**src/rtl/seg7_pkg.sv**
```systemverilog
`default_nettype none
`timescale 1ns/1ps
// ------------------------------------------------------------------
// seg7_pkg : active-low 7-segment pattern constants and capture states
// Revision : 1.0
// ------------------------------------------------------------------
package seg7_pkg;

   // Segment order a..g maps to bit6..bit0, low = lit.
   localparam logic [6:0] SEG_0     = 7'b0000001;
   localparam logic [6:0] SEG_1     = 7'b1001111;
   localparam logic [6:0] SEG_2     = 7'b0010010;
   localparam logic [6:0] SEG_3     = 7'b0000110;
   localparam logic [6:0] SEG_4     = 7'b1001100;
   localparam logic [6:0] SEG_5     = 7'b0100100;
   localparam logic [6:0] SEG_6     = 7'b0100000;
   localparam logic [6:0] SEG_7     = 7'b0001111;
   localparam logic [6:0] SEG_8     = 7'b0000000;
   localparam logic [6:0] SEG_9     = 7'b0000100;
   localparam logic [6:0] SEG_A     = 7'b0001000;
   localparam logic [6:0] SEG_B     = 7'b1100000;
   localparam logic [6:0] SEG_C     = 7'b0110001;
   localparam logic [6:0] SEG_D     = 7'b1000010;
   localparam logic [6:0] SEG_E     = 7'b0110000;
   localparam logic [6:0] SEG_F     = 7'b0111000;
   localparam logic [6:0] SEG_BLANK = 7'b1111111;

   localparam logic [15:0][6:0] SEG_TABLE = {
      SEG_F, SEG_E, SEG_D, SEG_C, SEG_B, SEG_A, SEG_9, SEG_8,
      SEG_7, SEG_6, SEG_5, SEG_4, SEG_3, SEG_2, SEG_1, SEG_0
   };

   typedef enum logic [1:0] {
      ST_IDLE    = 2'd0,
      ST_SETTLE  = 2'd1,
      ST_CAPTURE = 2'd2
   } state_t;

endpackage

`default_nettype wire

```
**src/rtl/seg7_encoder.sv**
```systemverilog
`default_nettype none
`timescale 1ns/1ps
// ------------------------------------------------------------------
// seg7_encoder : active-low segment pattern -> {hit, blank, nibble}
// Revision     : 1.0
// ------------------------------------------------------------------
module seg7_encoder
   import seg7_pkg::*;
(
   input  logic [6:0] seg,
   output logic       hit,
   output logic       blank,
   output logic [3:0] nibble
);

   always_comb begin
      hit    = 1'b0;
      nibble = 4'd0;
      blank  = (seg == SEG_BLANK);
      for (int i = 0; i < 16; i++) begin
         if (seg == SEG_TABLE[i]) begin
            hit    = 1'b1;
            nibble = 4'(i);
         end
      end
   end

endmodule

`default_nettype wire

```
**src/rtl/seg_scan_capture.sv**
```systemverilog
`default_nettype none
`timescale 1ns/1ps
// ------------------------------------------------------------------
// seg_scan_capture : settle-and-capture readback of a scanned 7-seg bus
// Revision         : 1.0
// ------------------------------------------------------------------
module seg_scan_capture
   import seg7_pkg::*;
#(
   parameter int NUM_DIGITS    = 4,
   parameter int STABLE_CYCLES = 8
) (
   input  logic                    clk,
   input  logic                    rst,
   input  logic [NUM_DIGITS-1:0]   an_in,
   input  logic [6:0]              seg_in,
   input  logic                    clr,
   output logic [4*NUM_DIGITS-1:0] digits_out,
   output logic [NUM_DIGITS-1:0]   digit_valid,
   output logic [NUM_DIGITS-1:0]   digit_err,
   output logic                    frame_done,
   output logic                    err_pulse
);

   localparam int              CW      = $clog2(STABLE_CYCLES) + 1;
   localparam logic [CW-1:0]   CNT_MAX = CW'(STABLE_CYCLES - 1);
   localparam logic [NUM_DIGITS-1:0] ONE = NUM_DIGITS'(1);

   logic [NUM_DIGITS-1:0] s_an;
   logic [6:0]            s_seg;
   logic [CW-1:0]         cnt;
   logic [NUM_DIGITS-1:0] mask;
   state_t                state;

   logic [NUM_DIGITS-1:0] sel;
   logic [NUM_DIGITS-1:0] sel_m1;
   logic                  an_ok;
   logic                  change;
   logic                  cnt_max;
   logic                  do_cap;
   logic                  mask_full;
   logic                  enc_hit;
   logic                  enc_blank;
   logic [3:0]            enc_nibble;
   logic                  bad_pattern;

   // The incoming bus is compared against the held sample, so a change is
   // seen on the same edge that loads it.
   assign sel         = ~s_an;
   assign sel_m1      = sel - ONE;
   assign an_ok       = (sel != '0) && ((sel & sel_m1) == '0);
   assign change      = (an_in != s_an) || (seg_in != s_seg);
   assign cnt_max     = (cnt == CNT_MAX);
   assign do_cap      = (state == ST_SETTLE) && an_ok && cnt_max;
   assign mask_full   = &mask;
   assign bad_pattern = !enc_hit && !enc_blank;

   seg7_encoder u_enc (
      .seg    (s_seg),
      .hit    (enc_hit),
      .blank  (enc_blank),
      .nibble (enc_nibble)
   );

   always_ff @(posedge clk or posedge rst) begin
      if (rst) begin
         s_an  <= '1;
         s_seg <= SEG_BLANK;
      end else begin
         s_an  <= an_in;
         s_seg <= seg_in;
      end
   end

   always_ff @(posedge clk or posedge rst) begin
      if (rst) begin
         state       <= ST_IDLE;
         cnt         <= '0;
         mask        <= '0;
         digits_out  <= '0;
         digit_valid <= '0;
         digit_err   <= '0;
         frame_done  <= 1'b0;
         err_pulse   <= 1'b0;
      end else if (clr) begin
         state       <= ST_IDLE;
         cnt         <= '0;
         mask        <= '0;
         digits_out  <= '0;
         digit_valid <= '0;
         digit_err   <= '0;
         frame_done  <= 1'b0;
         err_pulse   <= 1'b0;
      end else begin
         frame_done <= mask_full;
         err_pulse  <= 1'b0;

         if (change || !an_ok) begin
            cnt <= '0;
         end else if (!cnt_max) begin
            cnt <= cnt + CW'(1);
         end

         case (state)
            ST_IDLE: begin
               if (an_ok) state <= ST_SETTLE;
            end
            ST_SETTLE: begin
               if (!an_ok)       state <= ST_IDLE;
               else if (cnt_max) state <= change ? ST_SETTLE : ST_CAPTURE;
            end
            ST_CAPTURE: begin
               if (!an_ok)       state <= ST_IDLE;
               else if (change)  state <= ST_SETTLE;
            end
            default: state <= ST_IDLE;
         endcase

         if (do_cap) begin
            for (int i = 0; i < NUM_DIGITS; i++) begin
               if (sel[i]) begin
                  digits_out[4*i +: 4] <= enc_hit ? enc_nibble : 4'd0;
                  digit_valid[i]       <= enc_hit;
                  digit_err[i]         <= bad_pattern;
               end
            end
            err_pulse <= bad_pattern;
         end

         mask <= (mask_full ? '0 : mask) | ({NUM_DIGITS{do_cap}} & sel);
      end
   end

endmodule

`default_nettype wire

```
**config.mk**
```make
export PLATFORM = sky130hd
export DESIGN_NAME = seg_scan_capture
export DESIGN_NICKNAME = d
export VERILOG_FILES = /design/src/rtl/seg7_pkg.sv /design/src/rtl/seg7_encoder.sv /design/src/rtl/seg_scan_capture.sv
export SDC_FILE = /design/constraint.sdc
export NUM_CORES = 1
export LEC_CHECK = 0
export ABC_AREA = 1
export BUFFER_PORTS_ARGS = -buffer_cell sky130_fd_sc_hd__buf_2
export CAP_MARGIN = 5
export CELL_PAD_IN_SITES_DETAIL_PLACEMENT = 1
export CELL_PAD_IN_SITES_GLOBAL_PLACEMENT = 1
export CORE_UTILIZATION = 41
export DETAILED_ROUTE_END_ITERATION = 10
export PLACE_DENSITY = 0.78
export REMOVE_ABC_BUFFERS = 1
export SYNTH_ARGS = -nofsm -noshare
export SYNTH_HDL_FRONTEND = slang
export SYNTH_SLANG_ARGS = --single-unit
export TNS_END_PERCENT = 10
```
**constraint.sdc**
```tcl
create_clock -name clk -period 1.85 [get_ports clk]
set_input_delay 0.2775 -clock clk [delete_from_list [all_inputs] [get_ports clk]]
set_output_delay 0.2775 -clock clk [all_outputs]
set_load 0.05 [all_outputs]
```
Yosys cells after proc, flatten, opt, wreduce, memory -nomap -nowiden --
Cells that the tools add are included.
Word-level totals: bits of input ports 14, register bits after elaboration 47, memory bits (writable) 0, memories kept 0, output and inout bits 26, memory bits (read-only) 0, latch bits 0
Cells by class: shift operators 0, eq/ne operators 25, bitwise operators 4, divide/modulo/power cells 0, reductions and logical operators 24, magnitude comparators 0, add/subtract/negate cells 2, multipliers 0, multiplexer cells 66
Operators with widths (count):
- 4-bit 2-to-1 mux | 22
- 7-bit by 6-bit == test with 1-bit output, second input constant | 5
- 7-bit == test, second input constant | 5
- 16-bit 2-to-1 mux | 2
- 1-bit 2-to-1 mux | 28
- 2-bit 2-to-1 mux | 9
- 7-bit by 3-bit == test with 1-bit output, second input constant | 2
- 7-bit by 4-bit == test with 1-bit output, second input constant | 2
- 3-bit 2-to-1 mux | 4
- 2-bit nonzero test | 5
- 4-bit bitwise AND | 2
- 4-bit inequality test, second input constant | 2
- 2-bit AND reduction | 4
- 7-bit by 1-bit == test with 1-bit output, second input constant | 1
- 7-bit by 5-bit == test with 1-bit output, second input constant | 1
- 7-bit zero test | 1
- 7-bit inequality test | 1
- 2-bit case mux with 3 select lines | 1
- 4-bit by 1-bit adder with 4-bit output, second input constant | 1
- 4-bit by 3-bit == test with 1-bit output, second input constant | 1
- 1-bit logical AND | 4
- 4-bit zero test | 1
- 4-bit inequality test | 1
- 4-bit NOT | 1
- other kinds (12) | 15

Longest topological paths before layout --
Gate-level depths: netlist of the first run.
depth after elaboration 22, gate-level depth with buffers 12

Hierarchy --
Synthesis of the first run repeated with hierarchy kept, for this count alone.
Second synthesis, totals: cells, all modules 309, area, all modules 2486.1 µm²
Modules (own cells, without submodules):
- seg_scan_capture | sequential area each 1189.9 µm², cells an instance 238, instances 1, area each 2155.8 µm²
- seg7_encoder | sequential area each 0.0 µm², cells an instance 71, instances 1, area each 330.3 µm²

Least setup slack after synthesis of the first run --
No wires, ideal clock.
kind reg2reg, from register s_seg[3], to register digit_valid[0], arrival 1.418 ns, period minus slack after synthesis 1.536 ns, path slack 0.314 ns, library setup time 0.118 ns, stages on the path, launching flop included 11, data required time 1.732 ns, path through dfstp_2 -> buf_4 -> inv_1 -> nand2_1 -> nor2_1 -> o21ai_1 -> nand3_1 -> nor2_2 -> nand2_2 -> nand3_1 -> nand2_1
Between the ends: longest elaborated chain between the ends 20, elaborated cells between the ends (all ways) 35, classes of those cells eq/ne (15); mux (19); reduce/logical (1)
RTL lines:
- start: declaration | RTL line seg_scan_capture.sv:30 | logic [6:0] s_seg;
- start signal: assignment | RTL line seg_scan_capture.sv:71 | s_seg <= seg_in;
- 7-bit by 1-bit == test with 1-bit output | RTL line seg7_encoder.sv:21 | if (seg == SEG_TABLE[i]) begin
- 1-bit 2-to-1 mux (15 in a row) | RTL line seg7_encoder.sv:21
- 1-bit 2-to-1 mux * | RTL line seg7_encoder.sv:21
- 1-bit 2-to-1 mux * | RTL line seg_scan_capture.sv:121 | if (sel[i]) begin
- 4-bit 2-to-1 mux * | RTL line seg_scan_capture.sv:119 | if (do_cap) begin
- 4-bit 2-to-1 mux * | RTL line seg_scan_capture.sv:85 | end else if (clr) begin
- end signal: indexed assignment | RTL line seg_scan_capture.sv:123 | digit_valid[i] <= enc_hit;
- end: declaration | RTL line seg_scan_capture.sv:19 | output logic [NUM_DIGITS-1:0] digit_valid,
Mark *: on every way between the ends. The rest lies on a longest branch, timed or not. The select of a mux whose other input is x is not followed. A chain may end at the register's enable or synchronous reset.

Worst setup path in the final report of the first run --
from register s_seg[3], to register digit_valid[2]
The elaborated chain is that of the path after synthesis.

==> run summary, run 1 <==
Origin of the critical flop-to-flop path - s_seg[3]
Final Hold Violating Endpoints - 0
Number of antenna violations at the first check in global routing - 0
Net count reported at finish - 379
Worst reg2reg path endpoint - digit_valid[2]
Kind of start point of the critical path - register
Worst path setup slack after routing - 140 ps
Post-route total power - 2150 uW
Initial core utilization - 0.428
CP Data Arrival Time - 1960 ps
DRT iter0 DRCs - 75
Overall track demand over capacity in global routing - 0.227
Share of post-route cells with drive strength above 1 - 0.293
Worst Hold Launch - an_in[2]
Global-route wire length before repair - 10.8 mm
Leading cell types in the layout, fill and taps excluded - 107 x nand2_1, 39 x buf_2, 36 x dfrtp_1, 30 x inv_1, 28 x nand3_1
Req. time, crit path - 2100 ps
Total of endpoints with negative setup slack in the final report - 0
Crit Path Max Fanout - 5
Vias post-DR - 2,154
Normalized max-slew margin - 0.574
Standby leakage power - 0.00159 uW
Drt first pass iters - 4
Capture endpoint of the worst hold path - s_an[2]
Post-synthesis sequential area ratio - 0.499
Synth unique cells - 28
Core Util, Final - 0.521
TritonCTS clock tree - done
I/O pins - 40
Number of clock sinks - 47
HPWL Detailed - 4.70 mm
Cell area power density - 741 nW/um2
Synth Instances - 308
Max Cap Violations - 0
Diode insertion count for antenna repair - 0
Number of global-route vias before repair - 2,251
Post-route minimum period - 1710 ps
Flops & latches, synth - 47
Layout Skew - 7.82 ps
Worst hold stages - 1
Total count of max-transition violations in the final report - 0
Largest net degree at the start of global routing - 32
Area delta synth->final - 21.7%
Number of cells traversed by the worst register-to-register path - 11
Avg Inst Size Synth - 7.75 um2
Worst Setup End Kind - register
GRT Residual Overflow - 0
Number of core rows - 27
Drc violations - 0
Count of buffers inserted at the top-level ports - 39
Worst Tran Pin Value - 635 ps
Post-detailed-route count of antenna-violating nets - 0
Die ar. - 6130 um2
Slack of the worst reg-to-reg path - 140 ps
Vert. Die Dim - 78.3 um
Result of the run - finished, final reports clean
Gp weighted congestion - 0.821
DR vias/cell - 4.93
Kind of critical path - register to register
Core box area - 5570 um2
Period utilization - 0.924
Max Clock Freq - 0.585 GHz
Most frequent standard cell in the layout excluding fill and tap cells - nand2_1
Wire length after detailed routing - 6.31 mm
Max clock buf depth - 2
Routed wire per std cell - 14.4 um
Clock transition at the register clock pins on the worst setup and hold paths after CTS - 90 ps
Worst-case vdd ir drop - 0.446 mV
Hold_ws - 73.8 ps
Clock buffers created by TritonCTS - 5
Hold Crit Class - input port to register
Count of synthesis-stage warnings from yosys - 0
Worst Setup Slack post-DPL - 75.5 ps
Total number of H-tree levels - 2
Source-to-sink clock delay at the later pin of the worst-skew pair - 310 ps
Layout fillers - 729
Horizontal extent of the die - 78.3 um
Synth Cell Area - 2390 um2
Root Buffer - clkbuf_8
-- timing repair --
action	CTS	global route
gates resized for setup	0	9
setup endpoints to repair	0	25
endpoints found under the hold margin	7	0
buffers inserted	0	10
hold buffers	1	0
-- layer usage --
metal | global-route usage | routed length (um) | part of all wire
met2 | 0.398 | 3160 | 0.50
met1 | 0.285 | 2880 | 0.46
met5 | 0 | 0 | 0
met4 | 0.0722 | 97 | 0.015
met3 | 0.0360 | 172 | 0.027
-- layout make-up --
cell class / count / area, um2 / share of cell area
multi-input combinational: 219 / 1060 / 0.364
clock inverter: 2 / 16.3 / 0.00560
tap: 72 / 90.1 / 0.0310
clock buffer: 6 / 82.6 / 0.0284
sequential: 47 / 1190 / 0.410
timing repair buffer: 52 / 320 / 0.110
inverter: 39 / 146 / 0.0504
-- through the flow --
step | setup TNS (ps) | area, um2 | instances
final | 0 | 2900 | 437
after detailed placement | 0 | 2680 | 418
after CTS | 0 | 2790 | 427
after global placement | 0 | 2680 | 418
after global routing | -32.0 | 2900 | 437
after floorplan | 0 | 2370 | 305
-- state kept, by name (all words and copies together), names as in the netlist --
name	flops
frame_done	1
err_pulse	1
s_seg	7
digit_valid	4
state	2
mask	4
digits_out	16
digit_err	4
cnt	4
s_an	4
-- cell usage after synthesis --
master / count / area [um2]
dfstp_2: 11 / 289
nand2_1: 108 / 405
nor3_1: 4 / 20.0
a41oi_1: 1 / 8.76
xor2_1: 1 / 8.76
buf_2: 1 / 5.00
a21oi_2: 1 / 8.76
o21ai_1: 2 / 10.0
nor2_1: 21 / 78.8
o21ai_2: 1 / 8.76
nor3b_1: 1 / 7.51
buf_4: 1 / 7.51
nor2_4: 1 / 11.3
dfrtp_1: 36 / 901
a21oi_1: 9 / 45.0
clkbuf_1: 1 / 3.75
o2bb2ai_1: 1 / 8.76
nor2_2: 10 / 62.6
o21ai_0: 2 / 10.0
nand2_2: 11 / 68.8
nand4_1: 8 / 50.1
nand3_1: 29 / 145
ha_1: 1 / 12.5
or2_2: 1 / 6.26
xnor2_1: 5 / 43.8
inv_2: 6 / 22.5
inv_1: 33 / 124
nand4_2: 1 / 12.5
-- power breakdown --
part	internal, uW	switching, uW	leakage [uW]
combinational	103	258	0.000932
sequential	1080	34.2	0.000609
clock	306	374	0.0000474
-- kinds of logic (layout without fill, tap and decap cells) --
family          after synthesis  in the layout  share of synthesized area
compound gates               17             17                     0.0420
flops                        47             47                      0.499
buf+inv                      42             99                     0.0682
fa+ha+maj                     1              1                    0.00524
simple gates                195            195                      0.364
xor+xnor                      6              6                     0.0220
-- worst max-delay path by stage --
stage	slack [ps]	depth (start not counted)	to	startpoint
2_1_floorplan	330	10	digit_valid[1]	cnt[0]
3_3_place_gp	120	10	digits_out[5]	cnt[0]
3_5_place_dp	80	10	digit_err[1]	cnt[0]
4_1_cts	50	10	digit_err[1]	cnt[0]
5_1_grt	-20	10	digits_out[4]	s_seg[3]
6_report	140	11	digit_valid[2]	s_seg[3]
-- critical path, stage by stage, from the launching register on --
cell     delay (ps)
dfstp_2         560
buf_12          110
nand2_1          50
nor2_1          240
nand2_1         110
o21ai_0          90
nor2_1           80
nand2_2          80
inv_1            50
nand2_2         100
nand3_1         100
nand2_1          80
Power figures use the tool's default switching activity.
==> inputs of run 2 (changes only) <==
--- a/config.mk
+++ b/config.mk
@@ -7,11 +7,11 @@
 export LEC_CHECK = 0
 export ABC_AREA = 1
 export BUFFER_PORTS_ARGS = -buffer_cell sky130_fd_sc_hd__buf_2
-export CAP_MARGIN = 5
 export CELL_PAD_IN_SITES_DETAIL_PLACEMENT = 1
 export CELL_PAD_IN_SITES_GLOBAL_PLACEMENT = 1
 export CORE_UTILIZATION = 41
 export DETAILED_ROUTE_END_ITERATION = 10
+export GPL_TIMING_DRIVEN = 0
 export PLACE_DENSITY = 0.78
 export REMOVE_ABC_BUFFERS = 1
 export SYNTH_ARGS = -nofsm -noshare
==> run 2 against run 1 <==
  * Power decreased by 0.18%
  * Clock power decreased by 0.7%
  * Non-clock buffer count did not move
  * First-iteration DRC count up 12%
  * Final cell count stayed put
  * Clock-buffer cell count stayed put
  * Critical path depth fell by 1
  * Register-to-register slack got worse by 60 ps
  * Critical path type unchanged
  * Largest power group unchanged
==> run summary, run 2 (synthesis results as in run 1) <==
Result of the run - finished, final reports clean
Leading cell types in the layout, fill and taps excluded - 103 x nand2_1, 39 x buf_2, 36 x dfrtp_1, 26 x inv_1, 23 x nand3_1
Max clock buf depth - 2 (unchanged)
Number of global-route vias before repair - 2,175 (-3.4%)
Int Pwr - 1480 uW (-0.10%)
I/O pins - 40 (unchanged)
Final Hold Violating Endpoints - 0 (unchanged)
Core box area - 5570 um2 (unchanged)
RSZ-0062 raised after global routing - true
Levels on crit path - 10 (-1)
DRT iter0 DRCs - 84 (+12%)
Post-route minimum period - 1770 ps (+61.9 ps)
Area delta synth->final - 24.2%
HPWL Detailed - 4.50 mm (-4.2%)
Overall track demand over capacity in global routing - 0.216 (-0.0113)
Total number of H-tree levels - 2 (unchanged)
Number of core rows - 27 (unchanged)
Cell area power density - 724 nW/um2 (-2.2%)
Max Cap Violations - 0 (unchanged)
Part of the power in the clock network - 0.314 (-0.002)
Setup crit start - s_seg[3]
Normalized max-slew margin - 0.581 (+0.00704)
Clock transition at the register clock pins on the worst setup and hold paths after CTS - 90 ps (about the same)
Global-route wire length before repair - 10.2 mm (-5.6%)
CP Data Arrival Time - 1970 ps (about the same)
DR vias/cell - 4.95 (+0.46%)
Gp weighted congestion - 0.829 (+1.1%)
Number of cells traversed by the worst register-to-register path - 10 (-1)
Combined buffer and inverter count along the critical path - 2 (unchanged)
Vias post-DR - 2,164 (+0.46%)
CP delay by family, top - simple AND/OR/NAND/NOR gates
Share of post-route cells with drive strength above 1 - 0.342 (+0.0493)
Flip-flop count of the largest register, all copies and words added - 16 (unchanged)
Wire length after detailed routing - 6.04 mm (-4.3%)
Worst Tran Pin Value - 627 ps (-7.34 ps)
Routed wire per std cell - 13.8 um (-4.3%)
Kind of start point of the critical path - register
GRT Residual Overflow - 0 (unchanged)
Initial core utilization - 0.428 (unchanged)
Kind of critical path - register to register
Register with the most flip-flops - digits_out
Horizontal extent of the die - 78.3 um (unchanged)
Req. time, crit path - 2050 ps (-50 ps)
Part of the power in combinational logic - 0.168 (about the same)
Post-route total power - 2150 uW (-0.18%)
Origin of the critical flop-to-flop path - s_seg[3]
Source-to-sink clock delay at the later pin of the worst-skew pair - 310 ps (about the same)
Sequence of cells on the critical path - buf_4 > nor2_2 > nand2_2 > a21oi_1 > nor2_2 > inv_1 > nor2_2 > nand2_2 > nand3_1 > nand2_1
Drt first pass iters - 4 (unchanged)
Worst Setup End Kind - register
Area after DPL - 2680 um2 (-0.28%)
Die ar. - 6130 um2 (unchanged)
Worst-case vdd ir drop - 0.374 mV (-16%)
Worst path setup slack after routing - 78.2 ps (-61.9 ps)
Area of all placed cells without fillers - 2960 um2 (+2.1%)
Standby leakage power - 0.00160 uW (+0.51%)
Period utilization - 0.958 (+0.0334)
Layout Skew - 8.11 ps (+0.289 ps)
Root Buffer - clkbuf_8
Most frequent cell on the critical path - nor2_2
Worst reg2reg path endpoint - digit_valid[3]
Highest cell delay on the worst timing path - 610 ps (+50 ps)
Post-detailed-route count of antenna-violating nets - 0 (unchanged)
Total of endpoints with negative setup slack in the final report - 0 (unchanged)
Net Switching - 664 uW (-0.34%)
Count of buffers inserted at the top-level ports - 39 (unchanged)
Biggest registers after layout - digits_out: 16 flops, s_seg: 7 flops
Slack of the worst reg-to-reg path - 80 ps (-60 ps)
TritonCTS clock tree - done
Number of clock sinks - 47 (unchanged)
Drc violations - 0 (unchanged)
Worst Setup Slack post-DPL - 31.2 ps (-44.3 ps)
Vert. Die Dim - 78.3 um (unchanged)
Crit path capture - digit_valid[3]
Diode insertion count for antenna repair - 0 (unchanged)
Number of antenna violations at the first check in global routing - 0 (unchanged)
Flop pwr share - 0.518 (+0.002)
Most frequent standard cell in the layout excluding fill and tap cells - nand2_1
Hold Crit Class - input port to register
Slowest library cell on the worst path - dfstp_2
Layout fillers - 714 (-2.1%)
Max Clock Freq - 0.564 GHz (-3.5%)
Proportion of total power due to net switching - 0.309 (-0.000515)
Clock buffers created by TritonCTS - 5 (unchanged)
Crit Path Max Fanout - 7 (+2)
Net count reported at finish - 379 (unchanged)
Largest net degree at the start of global routing - 34 (+6.3%)
Total count of max-transition violations in the final report - 0 (unchanged)
==> run 2: cell types whose count changed in the layout (fill, tap and decap cells not counted), moves of 2 or more <==
cell     change
nand2_4      +2
o21ai_1      -2
nand2_1      -4
nand2_2      +2
nand3_2      +4
nor2_1       -2
inv_1        -4
inv_2        +3
nand3_1      -5
==> run 2: how the worst min path moves through the flow <==
stage	from	end	slack, ps	depth (start not counted)
CTS	an_in[2]	s_an[2]	60	1
finish	an_in[2]	s_an[2]	70	1
detailed placement	rst	cnt[2]	250	2
floorplan	an_in[0]	s_an[0]	280	0
global route	an_in[2]	s_an[2]	70	1
global placement	seg_in[3]	s_seg[3]	400	1
==> run 2: final cells by class <==
class | instances | area [um2] | area share
clock buffer | 6 | 82.6 | 0.0279
clock inverter | 2 | 13.8 | 0.00464
inverter | 39 | 153 | 0.0515
multi-input combinational | 219 | 1130 | 0.380
sequential | 47 | 1190 | 0.401
tap | 72 | 90.1 | 0.0304
timing repair buffer | 52 | 308 | 0.104
==> run 2: power groups by stage <==
stage,logic (uW),registers (uW),clock network (uW)
final,360,1110,674
after global routing,397,1120,724
after CTS,335,1110,692
after detailed placement,333,1130,0
after global placement,318,1130,0
after floorplan,146,1210,0
==> run 2: per-stage QoR <==
| stage | util | hold WS [ps] | TNS [ps] | cells |
|---|---|---|---|---|
| detailed placement | 0.480 | 252 | 0 | 417 |
| global route | 0.532 | 66.0 | -197 | 437 |
| finish | 0.532 | 69.6 | 0 | 437 |
| floorplan | - | 282 | 0 | 305 |
| CTS | 0.499 | 61.6 | 0 | 426 |
| global placement | 0.476 | 400 | -6950 | 416 |
==> run 2: repair_timing <==
| item | CTS | global route |
|---|---|---|
| hold buffers | 1 | 0 |
| setup buffers | 0 | 11 |
| resized for setup | 0 | 30 |
| endpoints found under the hold margin | 5 | 0 |
| setup endpoints to repair | 0 | 25 |
==> run 2: per-layer routing <==
metal  up-vias  wire length (um)  part of all wire  global-route usage
met5         -                 0                 0                   0
met4         0               115             0.019              0.0870
met3        10               214             0.035              0.0407
met2        44              2940              0.49               0.368
met1      1036              2760              0.46               0.268
li1       1074                 -                 -                   -
==> inputs of run 3 (changes only) <==
--- a/config.mk
+++ b/config.mk
@@ -5,13 +5,11 @@
 export SDC_FILE = /design/constraint.sdc
 export NUM_CORES = 1
 export LEC_CHECK = 0
-export ABC_AREA = 1
 export BUFFER_PORTS_ARGS = -buffer_cell sky130_fd_sc_hd__buf_2
 export CELL_PAD_IN_SITES_DETAIL_PLACEMENT = 1
 export CELL_PAD_IN_SITES_GLOBAL_PLACEMENT = 1
-export CORE_UTILIZATION = 41
+export CORE_UTILIZATION = 43
 export DETAILED_ROUTE_END_ITERATION = 10
-export GPL_TIMING_DRIVEN = 0
 export PLACE_DENSITY = 0.78
 export REMOVE_ABC_BUFFERS = 1
 export SYNTH_ARGS = -nofsm -noshare
==> run 3 against run 2 <==
  * The run now ends with setup timing left
  * Clock power increased by 16%
  * Critical endpoint is now digit_err[1]
  * Critical path type unchanged
  * Area after synthesis decreased by 0.16%
  * First-iteration DRC count increased by 11%
  * Non-clock buffer count increased by 33
  * Register-to-register slack got worse by 210 ps
  * Setup slack got worse by 210 ps
  * Largest cell class is now multi-input combinational cells
  * Highest routed layer unchanged
  * Sequential share of layout area decreased by 3.7 points
  * Clock skew increased by 5.7 ps
  * Wire length increased by 16%
  * Synthesized cell count decreased by 23%
==> run summary, run 3 <==
Worst reg2reg path endpoint - digit_err[1]
Cell area power density - 656 nW/um2 (-9.4%)
Worst Tran Pin Value - 478 ps (-150 ps)
Post-synthesis sequential area ratio - 0.499 (+0.000786)
Flip-flop count of the largest register, all copies and words added - 16 (unchanged)
Register with the most flip-flops - digits_out
Flops & latches, synth - 47 (unchanged)
Wire length after detailed routing - 7.01 mm (+16%)
Root Buffer - clkbuf_8
Max clock buf depth - 2 (unchanged)
Worst path setup slack after routing - -128 ps (-207 ps)
Share of post-route cells with drive strength above 1 - 0.443 (+0.100)
Most frequent standard cell in the layout excluding fill and tap cells - buf_2
Slack of the worst reg-to-reg path - -130 ps (-210 ps)
Count of synthesis-stage warnings from yosys - 0 (unchanged)
Count of buffers inserted at the top-level ports - 39 (unchanged)
Overall track demand over capacity in global routing - 0.228 (+0.0126)
Yosys top cell by area - dfrtp_1
Final Hold Violating Endpoints - 0 (unchanged)
Kind of critical path - register to register
CP delay by family, top - simple AND/OR/NAND/NOR gates
Number of antenna violations at the first check in global routing - 0 (unchanged)
Combined area of the multi-input logic cells - 1260 um2 (+12%)
Number of cells traversed by the worst register-to-register path - 6 (-4)
Leading cell types in the layout, fill and taps excluded - 39 x buf_2, 38 x nor2_1, 36 x dfrtp_1, 36 x buf_4, 16 x a211oi_2
Sequence of cells on the critical path - or4b_4 > or3_4 > o211ai_2 > nor4b_4 > buf_6 > a31o_1
Violated checks - setup timing
I/O pins - 40 (unchanged)
Cells taking the most area after synthesis - dfrtp_1 38%, dfstp_2 12%, nor2_1 6.1%
Post-route total power - 2140 uW (-0.15%)
Req. time, crit path - 2060 ps (about the same)
Hold Crit Class - input port to register
Drc violations - 0 (unchanged)
HPWL Detailed - 4.48 mm (-0.59%)
Period utilization - 1.07 (+0.112)
Drt first pass iters - 4 (unchanged)
Slowest library cell on the worst path - dfstp_2
Clock buffers created by TritonCTS - 5 (unchanged)
Total of endpoints with negative setup slack in the final report - 24 (+24)
Global-route wire length before repair - 10.5 mm (+3.0%)
Horizontal extent of the die - 76.4 um (-2.4%)
Levels on crit path - 6 (-4)
Crit Path Max Fanout - 9 (+2)
DRT iter0 DRCs - 93 (+11%)
Top-count cell post-synth - nor2_1
Initial core utilization - 0.458 (+0.0296)
Count of flip-flops with a built-in enable after synthesis - 0 (unchanged)
Area share of the largest cell type after synthesis - 0.378 (+0.000595)
Vert. Die Dim - 76.4 um (-2.4%)
Worst hold stages - 1 (unchanged)
Result of the run - complete, but fails checks
Number of core rows - 26 (-3.7%)
Area after DPL - 2860 um2 (+7.0%)
DR vias/cell - 5.59 (+13%)
Layout fillers - 588 (-18%)
Area of all placed cells without fillers - 3270 um2 (+10%)
Synth Cell Area - 2380 um2 (-0.16%)
Gp weighted congestion - 0.830 (+0.13%)
Normalized max-slew margin - 0.682 (+0.100)
Avg Inst Size Synth - 10.1 um2 (+30%)
Worst Setup End Kind - register
Share of async-settable or async-resettable flops after synthesis - 1.00 (unchanged)
Combined buffer and inverter count along the critical path - 1 (-1)
Flip-flop cell with the highest count after synthesis - dfrtp_1
Origin of the critical flop-to-flop path - s_seg[1]
Number of global-route vias before repair - 2,117 (-2.7%)
Routed wire per std cell - 18.3 um (+32%)
Standby leakage power - 0.00149 uW (-6.5%)
Vias post-DR - 2,147 (-0.79%)
Source-to-sink clock delay at the later pin of the worst-skew pair - 310 ps (about the same)
Post-route minimum period - 1980 ps (+207 ps)
Synth Instances - 237 (-23%)
Capture endpoint of the worst hold path - s_seg[6]
Post-detailed-route count of antenna-violating nets - 0 (unchanged)
TritonCTS clock tree - done
Number of clock sinks - 47 (unchanged)
Worst Hold Launch - seg_in[6]
Synth unique cells - 41 (+46%)
Highest cell delay on the worst timing path - 540 ps (-70 ps)
Net count reported at finish - 328 (-13%)
Biggest registers after layout - digits_out: 16 flops, s_seg: 7 flops
Total count of max-transition violations in the final report - 0 (unchanged)
Largest net degree at the start of global routing - 28 (-18%)
Core box area - 5200 um2 (-6.6%)
Worst-case vdd ir drop - 0.546 mV (+46%)
CP Data Arrival Time - 2190 ps (+220 ps)
Max Clock Freq - 0.505 GHz (-10%)
Max Cap Violations - 0 (unchanged)
Commonest cells in the synthesized netlist - 39 x nor2_1, 36 x dfrtp_1, 16 x a211oi_1
GRT Residual Overflow - 0 (unchanged)
Area delta synth->final - 37.1%
Kind of start point of the critical path - register
Total number of H-tree levels - 2 (unchanged)
Layout Skew - 13.8 ps (+5.67 ps)
RSZ-0062 raised after global routing - true
Clock transition at the register clock pins on the worst setup and hold paths after CTS - 100 ps (about the same)
Area taken by flip-flops and latches - 1190 um2 (unchanged)
Die ar. - 5840 um2 (-4.7%)
Diode insertion count for antenna repair - 0 (unchanged)
run 3: cell count changes after synthesis, moves of 11 or more:
cell	delta
a211oi_1	+16
inv_1	-29
nand2_1	-102
nand2_2	-11
nand3_1	-22
nor2_1	+18
run 3: worst max path at each step:
| stage | to | slack [ps] | start |
|---|---|---|---|
| floorplan | digit_err[2] | -160 | s_seg[1] |
| global placement | err_pulse | -170 | s_seg[3] |
| detailed placement | err_pulse | -200 | s_seg[3] |
| CTS | digit_err[1] | -130 | s_seg[1] |
| global route | digits_out[6] | -210 | s_seg[5] |
| finish | digit_err[1] | -130 | s_seg[1] |
run 3: routing by layer:
metal | vias to the layer above | global-route usage | routed length [um]
met3 | 12 | 0.0395 | 210
met2 | 47 | 0.386 | 3610
li1 | 1013 | - | -
met5 | - | 0 | 0
met4 | 0 | 0.0558 | 101
met1 | 1075 | 0.304 | 3090
run 3: layout make-up:
type | count | area share
multi-input combinational | 170 | 0.387
sequential | 47 | 0.364
timing repair buffer | 85 | 0.182
tap | 70 | 0.0268
clock buffer | 5 | 0.0211
clock inverter | 3 | 0.0146
inverter | 4 | 0.00460
run 3: repair_timing:
action	in CTS	in global routing
endpoints found under the setup margin	31	31
endpoints found under the hold margin	9	0
gates resized for setup	13	29
pin swaps	8	15
setup buffers	3	10
hold buffers	1	0
run 3: metrics by stage:
stage	std cells	utilization	TNS [ps]	hold slack [ps]	setup slack [ps]
6_report	384	0.628	-1690	76.9	-128
5_1_grt	384	0.628	-3800	60.2	-213
4_1_cts	374	0.587	-1690	69.4	-130
3_5_place_dp	363	0.550	-3290	310	-203
3_3_place_gp	363	0.550	-1970	309	-171
2_1_floorplan	221	-	-1240	282	-158
run 3: kinds of logic (layout without fill, tap and decap cells):
family          count (synthesis)  after routing  share of synthesized area
mux                             1              1                    0.00420
compound gates                 54             54                      0.166
buf+inv                        20             97                     0.0383
fa+ha+maj                       1              1                    0.00525
simple gates                  100            100                      0.235
flops                          47             47                      0.499
xor+xnor                       14             14                     0.0515
run 3: power breakdown:
group | internal [uW] | total, uW | leakage (uW) | switching, uW
registers | 1050 | 1080 | 0.000618 | 25.1
logic | 132 | 284 | 0.000815 | 152
clock network | 410 | 784 | 0.0000587 | 374
